### src/rtl/bcd2bin_pkg.sv
// Shared types and digit constants for the sequential BCD-to-binary converter.
package bcd2bin_pkg;

    typedef enum logic [0:0] {
        IDLE  = 1'b0,
        SHIFT = 1'b1
    } state_t;

    localparam logic [3:0] BCD_MAX    = 4'd9;
    localparam logic [3:0] ADJ_THRESH = 4'd8;
    localparam logic [3:0] ADJ_VAL    = 4'd3;

    function automatic logic bcd_valid(input logic [3:0] digit);
        return (digit <= BCD_MAX);
    endfunction

endpackage

### src/rtl/bcd_digit_adj.sv
// One digit-field correction cell of the reverse double-dabble step.
module bcd_digit_adj
    import bcd2bin_pkg::*;
(
    input  logic [3:0] i_digit,
    output logic [3:0] o_digit
);

    // Subtract 3 from fields that reached 8 after the right shift
    always_comb begin
        o_digit = i_digit;
        if (i_digit >= ADJ_THRESH) begin
            o_digit = i_digit - ADJ_VAL;
        end else begin
            o_digit = i_digit;
        end
    end

endmodule

### src/rtl/bcd2bin_seq.sv
// Sequential BCD-to-binary converter: one shift-right-and-correct step per clock,
// start/busy/done handshake, invalid digits and oversize residues flagged via err.
module bcd2bin_seq
    import bcd2bin_pkg::*;
#(
    parameter int DIGITS = 3,
    parameter int BIN_W  = 10
) (
    input  logic                  clk,
    input  logic                  reset_n,
    input  logic                  start,
    input  logic [4*DIGITS-1:0]   bcd,
    output logic [BIN_W-1:0]      bin,
    output logic                  busy,
    output logic                  done,
    output logic                  err
);

    localparam int Z_W   = 4*DIGITS + BIN_W;
    localparam int CNT_W = $clog2(BIN_W + 1);
    localparam logic [CNT_W-1:0] LAST_STEP = CNT_W'(BIN_W - 1);
    localparam logic [CNT_W-1:0] CNT_ONE   = CNT_W'(1);
    localparam logic [CNT_W-1:0] CNT_ZERO  = CNT_W'(0);

    state_t             r_state, w_state_nxt;
    logic [Z_W-1:0]     r_z, w_z_nxt, w_z_shift, w_z_step;
    logic [CNT_W-1:0]   r_cnt, w_cnt_nxt;
    logic [BIN_W-1:0]   r_bin, w_bin_nxt;
    logic               r_busy, w_busy_nxt;
    logic               r_done, w_done_nxt;
    logic               r_err, w_err_nxt;
    logic               w_bcd_ok;
    logic               w_residue;

    assign w_z_shift = r_z >> 1;
    assign w_z_step[BIN_W-1:0] = w_z_shift[BIN_W-1:0];

    genvar g;
    generate
        for (g = 0; g < DIGITS; g++) begin : g_adj
            bcd_digit_adj u_adj (
                .i_digit (w_z_shift[BIN_W + 4*g +: 4]),
                .o_digit (w_z_step[BIN_W + 4*g +: 4])
            );
        end
    endgenerate

    // Any leftover digit content after the final step means BIN_W is too narrow
    assign w_residue = |w_z_step[Z_W-1:BIN_W];

    // Input digit validity across all fields
    always_comb begin
        w_bcd_ok = 1'b1;
        for (int i = 0; i < DIGITS; i++) begin
            w_bcd_ok = w_bcd_ok & bcd_valid(bcd[4*i +: 4]);
        end
    end

    // Next-state, datapath and output-register logic
    always_comb begin
        w_state_nxt = r_state;
        w_z_nxt     = r_z;
        w_cnt_nxt   = r_cnt;
        w_bin_nxt   = r_bin;
        w_err_nxt   = r_err;
        w_busy_nxt  = r_busy;
        w_done_nxt  = 1'b0;
        case (r_state)
            IDLE: begin
                if (start) begin
                    if (w_bcd_ok) begin
                        w_z_nxt     = {bcd, {BIN_W{1'b0}}};
                        w_cnt_nxt   = CNT_ZERO;
                        w_busy_nxt  = 1'b1;
                        w_state_nxt = SHIFT;
                    end else begin
                        w_bin_nxt  = {BIN_W{1'b0}};
                        w_err_nxt  = 1'b1;
                        w_done_nxt = 1'b1;
                    end
                end else begin
                    w_busy_nxt = 1'b0;
                end
            end
            SHIFT: begin
                w_z_nxt   = w_z_step;
                w_cnt_nxt = r_cnt + CNT_ONE;
                if (r_cnt == LAST_STEP) begin
                    w_bin_nxt   = w_residue ? {BIN_W{1'b0}} : w_z_step[BIN_W-1:0];
                    w_err_nxt   = w_residue;
                    w_done_nxt  = 1'b1;
                    w_busy_nxt  = 1'b0;
                    w_state_nxt = IDLE;
                end else begin
                    w_busy_nxt = 1'b1;
                end
            end
            default: begin
                w_state_nxt = IDLE;
                w_busy_nxt  = 1'b0;
            end
        endcase
    end

    // State and output registers with synchronous active-low reset
    always_ff @(posedge clk) begin
        if (!reset_n) begin
            r_state <= IDLE;
            r_z     <= {Z_W{1'b0}};
            r_cnt   <= CNT_ZERO;
            r_bin   <= {BIN_W{1'b0}};
            r_busy  <= 1'b0;
            r_done  <= 1'b0;
            r_err   <= 1'b0;
        end else begin
            r_state <= w_state_nxt;
            r_z     <= w_z_nxt;
            r_cnt   <= w_cnt_nxt;
            r_bin   <= w_bin_nxt;
            r_busy  <= w_busy_nxt;
            r_done  <= w_done_nxt;
            r_err   <= w_err_nxt;
        end
    end

    assign bin  = r_bin;
    assign busy = r_busy;
    assign done = r_done;
    assign err  = r_err;

endmodule

### config.mk
export PLATFORM = sky130hd
export DESIGN_NAME = bcd2bin_seq
export DESIGN_NICKNAME = d
export VERILOG_FILES = /design/src/rtl/bcd2bin_pkg.sv /design/src/rtl/bcd_digit_adj.sv /design/src/rtl/bcd2bin_seq.sv
export SDC_FILE = /design/constraint.sdc
export NUM_CORES = 1
export LEC_CHECK = 0
export ABC_AREA = 1
export BUFFER_PORTS_ARGS = -buffer_cell sky130_fd_sc_hd__buf_2
export CAP_MARGIN = 30
export CORE_MARGIN = 3
export CORE_UTILIZATION = 55
export DETAILED_ROUTE_END_ITERATION = 10
export PLACE_DENSITY = 0.75
export SLEW_MARGIN = 20
export SYNTH_ARGS = -nofsm -noshare
export SYNTH_HDL_FRONTEND = slang
export SYNTH_HIERARCHICAL = 1
export SYNTH_SLANG_ARGS = --single-unit
### constraint.sdc
create_clock -name clk -period 2 [get_ports clk]
set_clock_uncertainty 0.15 [all_clocks]
set_input_delay 0.1 -clock clk [delete_from_list [all_inputs] [get_ports clk]]
set_output_delay 0.1 -clock clk [all_outputs]
set_load 0.01 [all_outputs]
Word level (Yosys, flattened, before mapping) --
Index checks and enable logic that the tools add are counted.
Cells by class: add/subtract/negate cells 4, magnitude comparators 6, equal/unequal tests 6, muxes and demuxes 29, bitwise logic cells 3, reduce and logical (&&, ||, !) cells 3
Operators with widths (count):
- 22-bit 2-to-1 mux | 2
- 22-bit one-hot mux with 2 select lines | 1
- 10-bit 2-to-1 mux | 4
- 4-bit 2-to-1 mux | 5
- 10-bit one-hot mux with 2 select lines | 1
- 4-bit <= comparator (second input constant) | 3
- 12-bit OR reduction | 1
- 1-bit 2-to-1 mux | 11
- 4-bit greater-or-equal comparator (second input constant) | 2
- 1-bit one-hot mux with 2 select lines | 4
- 4-bit one-hot mux with 2 select lines | 1
- 4-bit by 2-bit subtractor with 4-bit output (second input constant) | 2
- 2-bit != test (second input constant) | 3
- 4-bit by 1-bit adder with 4-bit output (second input constant) | 1
- 4-bit equality test (second input constant) | 1
- 3-bit by 4-bit greater-or-equal comparator with 1-bit output (second input constant) | 1
- 3-bit by 2-bit subtractor with 4-bit output (second input constant) | 1
- 3-bit != test (second input constant) | 1
- 3-bit AND reduction | 1
- 1-bit bitwise AND | 2
- 2-bit by 1-bit != test with 1-bit output (second input constant) | 1
- 2-bit AND reduction | 1
- 1-bit NOT | 1
Storage, ports and cells: bits in registers 40, output and inout port bits 13, logic and storage cells 58

Depth between registers and ports, before layout --
depth after elaboration 6, depth in mapped cells 14, gate-level depth less buffers 13

Cells and area by module --
Netlist, hierarchy kept.
By module, submodules not included:
- bcd2bin_seq | times used 1, cells an instance 260, area an instance 2003.2 µm², seq. area each 780.7 µm²
- bcd_digit_adj | times used 3, cells an instance 16, area an instance 88.8 µm², seq. area each 0.0 µm²

Least setup slack after synthesis --
No wires, ideal clock.
kind register -> register, start point register r_z[15], end point register r_bin[1] (netlist: bin[1]), arrival time 1.554 ns, data required time 1.784 ns, setup slack 0.229 ns, cell stages (with the launch flop) 13, buffers on the path 1, clock period less this slack 1.771 ns, path through dfxtp_1 -> inv_1 -> ha_1 -> nand2_1 -> o21ai_0 -> nor2_1 -> nand2_1 -> nor2_2 -> buf_6 -> nand3_1 -> nor2_1 -> nand2_1 -> a21oi_2
On the way: word-level cells in the longest chain between the ends 6, elaborated cells between the ends (all ways) 7
RTL lines:
- start: declaration | line bcd2bin_seq.sv:26 | logic [Z_W-1:0] r_z, w_z_nxt, w_z_shift, w_z_step;
- start signal: assignment | line bcd2bin_seq.sv:109 | r_z <= {Z_W{1'b0}};
- start signal: assignment | line bcd2bin_seq.sv:117 | r_z <= w_z_nxt;
- 4-bit by 2-bit subtractor with 4-bit output or 4-bit greater-or-equal comparator (tied branches) | line bcd_digit_adj.sv:13, bcd_digit_adj.sv:12
- 4-bit 2-to-1 mux * | line bcd_digit_adj.sv:12 | if (i_digit >= ADJ_THRESH) begin
- named net w_z_step[15] | line bcd2bin_seq.sv:26
- 12-bit OR reduction * | line bcd2bin_seq.sv:49 | assign w_residue = |w_z_step[Z_W-1:BIN_W];
- 10-bit 2-to-1 mux * | line bcd2bin_seq.sv:89 | w_bin_nxt = w_residue ? {BIN_W{1'b0}} : w_z_step[BIN_W-1:0];
- 10-bit 2-to-1 mux * | line bcd2bin_seq.sv:88 | if (r_cnt == LAST_STEP) begin
- 10-bit one-hot mux with 2 select lines * | line bcd2bin_seq.sv:68 | case (r_state)
- end signal: assignment | line bcd2bin_seq.sv:111 | r_bin <= {BIN_W{1'b0}};
- end signal: assignment | line bcd2bin_seq.sv:119 | r_bin <= w_bin_nxt;
- end: declaration | line bcd2bin_seq.sv:28 | logic [BIN_W-1:0] r_bin, w_bin_nxt;
Mark *: on every way through the listed nets, which the timed path passes. The rest lies on a longest branch. The select of a mux whose other input is x is not followed. A chain may end at the register's enable or synchronous reset.

Final worst setup path --
start point register r_z[12], end point register r_bin[4] (netlist: bin[4])
The elaborated chain is that of the path after synthesis.

==> PnR_summary.wiki <==
{| class="wikitable"
! Metric !! Value
|-
| Average footprint of a synthesized cell || around 7.4 um2
|-
| Total die area || 4930 um2
|-
| Number of hold violations in the final report || 0
|-
| Critical setup path kind || reg2reg
|-
| Layout Cells excl Fill || around 390
|-
| Fraction of final layout cells with drive strength greater than 1 || 0.302
|-
| First drt pass iteration count || 4
|-
| Number of DRC markers in iteration 0 || 150
|-
| Category of the worst setup path capture point || register
|-
| Clock latency at the later pin of the worst-skew pair || roughly 290 ps
|-
| Maximum buffer depth of the clock tree || 2
|-
| Combinational share of power || 0.189
|-
| Port Buffer Count || 27
|-
| Total power per unit cell area || between 600 and 700 nW/um2
|-
| Standard-cell rows || 22
|-
| Maximum level of the CTS H-tree || 2
|-
| Crit path time final || roughly 1900 ps
|-
| Largest net degree at the start of global routing || 33
|-
| Top FF cell, synth || dfxtp_1
|-
| Die Y-Extent || between 70 and 80 um
|-
| Antenna violations before repair || 0
|-
| Element type at the critical path start || register
|-
| Number of unique standard cell types used by synthesis || 30
|-
| Cell area after synthesis || roughly 2300 um2
|-
| Top cells by area, synth || dfxtp_1 (34%), nand2_1 (16%), a21oi_2 (6.9%)
|-
| Yosys synthesis warning count || 6
|-
| Total count of max-transition violations in the final report || 0
|-
| Int Pwr || 1.14 mW
|-
| Total placed cells including tap cells || about 380
|-
| Total DRC errors in the routed layout || 0
|-
| Core Box Area || between 3000 and 4000 um2
|-
| Die width || around 70 um
|-
| Data required, critical path || a little over 2000 ps
|-
| Clock power frac || 0.303
|-
| Post-route clock period utilization || 0.957
|-
| Fraction of synthesis flops using an asynchronous set or reset pin || 0
|-
| Highest fanout seen on the critical path || 5
|-
| Global-route wire length before repair || ~7700 um
|-
| Maximum frequency from static timing analysis || roughly 520 MHz
|-
| Largest family of logic cells by synthesized area || simple AND/OR/NAND/NOR gates
|-
| EDFF count, synth || 0
|-
| Number of max-cap violations || 0
|-
| Gate count of the mapped netlist || about 310
|-
| Starting Density || 0.593
|-
| Area fraction in and, or, nand and nor cells after synthesis || 0.342
|-
| Clock Sinks || 39
|-
| Gpl congestion || a little over 0.8
|-
| GRT overflow || 0
|-
| Leakage Power || slightly above 1 nW
|-
| Overall power of the completed layout || 1.62 mW
|-
| Top-area cell type share of the netlist area || 0.344
|-
| Tot GR Track Use || 0.190
|-
| CTS tree || yes
|-
| Sequential group share of total power || 0.508
|-
| Reg2reg setup slack || roughly 87 ps
|-
| Fraction of power spent switching nets || 0.297
|-
| Worst hold-check path type || in2reg
|-
| Switch Pwr || roughly 0.48 mW
|-
| Clock-pin slew on the worst setup and hold paths || about 70 ps
|-
| Total routed wirelength || 4790 um
|-
| Library cell with the largest summed area after synthesis || dfxtp_1
|-
| DR vias/cell || 5.22
|-
| Share of the yosys chip area belonging to registers || 0.344
|-
| Detailed-placement wirelength estimate || 3130 um
|-
| Total via count after detailed routing || 2013
|-
| Compound-Gate Fraction of Synth Area || 0.150
|-
| Final net count || roughly 360
|-
| Outcome || completed
|-
| Flops & latches, synth || 39
|-
| Diodes inserted || 0
|-
| Most frequent cells after synthesis || nand2_1 (99), dfxtp_1 (39), nand3_1 (25), inv_1 (21), nor2_1 (21)
|-
| Average wire per cell in the routed design || ~12 um
|-
| Layout Utilization || 0.665
|-
| Count of antenna-violating nets left after detailed routing || 0
|-
| Number of clock buffers inserted by TritonCTS || 5
|-
| Max IR drop VDD || 0.422 mV
|-
| Final setup violation count || 0
|-
| Post-synthesis share of cell area spent on xor and xnor gates || 0.0116
|-
| Top Ports || 28
|-
| Most numerous cell in the Yosys netlist || nand2_1
|-
| Vias in the first global route || ~1800
|-
| Layout area overhead || 12.2%
|-
| Share of synthesized area spent on multiplexers || 0
|-
| Tightest hold margin || approximately 22 ps
|-
| Arithmetic-cell share of the synthesized area counting full adders, half adders and majority gates || 0.0441
|-
| Clock tree root buffer cell || clkbuf_8
|-
| Endpoint arrival time on the critical path || 1990 ps
|}
-- layer usage --
layer / vias up / GRT usage / share of wire
li1: 1043 / - / -
met1: 928 / 0.245 / 0.46
met2: 37 / 0.315 / 0.49
met3: 5 / 0.0532 / 0.043
met4: 0 / 0.0404 / 0.0081
met5: - / 0 / 0
-- path summary, 6_finish.rpt --
check / endpoint / startpoint / depth (start not counted)
setup reg to reg: bin[4] / r_z[12] / 12
hold reg to reg: r_z[10] / r_z[10] / 2
setup / recovery: bin[4] / r_z[12] / 12
hold / removal: r_z[18] / bcd[8] / 5
-- power groups by stage --
stage / clock (mW) / combinational [mW] / sequential [mW]
2_1_floorplan: 0 / 0.238 / 0.835
4_1_cts: 0.502 / 0.271 / 0.820
5_1_grt: 0.523 / 0.338 / 0.824
3_5_place_dp: 0 / 0.269 / 0.838
3_3_place_gp: 0 / 0.267 / 0.838
6_report: 0.490 / 0.305 / 0.821
-- placed cells by master, fill, tap and decap left out, types with 3 or more instances in the layout --
cell type | Yosys | layout
o21ai_0 | 6 | 3
nand2_1 | 99 | 99
xor2_1 | 3 | 3
o21ai_2 | 4 | 6
nand2_2 | 3 | 3
dfxtp_1 | 39 | 35
a21oi_2 | 18 | 18
buf_4 | 3 | 7
a21boi_1 | 3 | 3
ha_1 | 8 | 5
nor2_1 | 21 | 18
inv_1 | 21 | 17
buf_2 | 6 | 27
nand3_1 | 25 | 22
nand3_2 | 10 | 13
inv_2 | 0 | 4
nand2_4 | 3 | 3
nor2_2 | 2 | 5
a21oi_1 | 14 | 14
nand4_1 | 3 | 3
clkbuf_8 | 0 | 5
conb_1 | 1 | 6
-- per-stage QoR --
stage / setup slack, ps / setup TNS, ps / instance area, um2
6_report: 86.9 / 0 / 2550
2_1_floorplan: 229 / 0 / 2290
3_5_place_dp: 47.1 / 0 / 2370
4_1_cts: 26.1 / 0 / 2450
5_1_grt: -14.0 / -41.0 / 2550
3_3_place_gp: 82.9 / 0 / 2370
-- flip-flops by register name, indices dropped and copies added (netlist names) --
| signal | cells |
|---|---|
| err | 1 |
| r_cnt | 4 |
| bin | 10 |
| busy | 1 |
| r_state | 1 |
| done | 1 |
| r_z | 21 |
-- cell families after synthesis --
family                     after synthesis
buffers and inverters                   40
other                                    1
DFF                                     39
AOI/OAI and AO/OA                       48
adders and majority gates                8
and+or+nand+nor                        169
xor gates and xnor gates                 3
-- worst max-delay path: stages, from the launching register on --
cell     delay (ps)
dfxtp_2         360
inv_2            70
ha_4            230
nand2_1          90
o21ai_2          70
nor2_1           90
nand2_1          80
nor2_2          160
buf_4           160
nand3_1          80
nor2_1          140
nand2_1          80
a21oi_2         110
-- timing repair --
item | 4_1_cts | 5_1_grt
endpoints found under the setup margin | 0 | 11
gates resized for setup | 0 | 26
hold buffers | 1 | 0
buffers inserted | 0 | 2
hold endpoints to repair | 5 | 0
-- cell type report --
cell class,count,area [um2]
clock buffers,6,72.6
inverters,23,88.8
fillers,337,1280
well taps,48,60.1
repair buffers,36,209
multi-input cells,234,1330
flip-flops and latches,39,791
(Power assumes the default switching activity.)
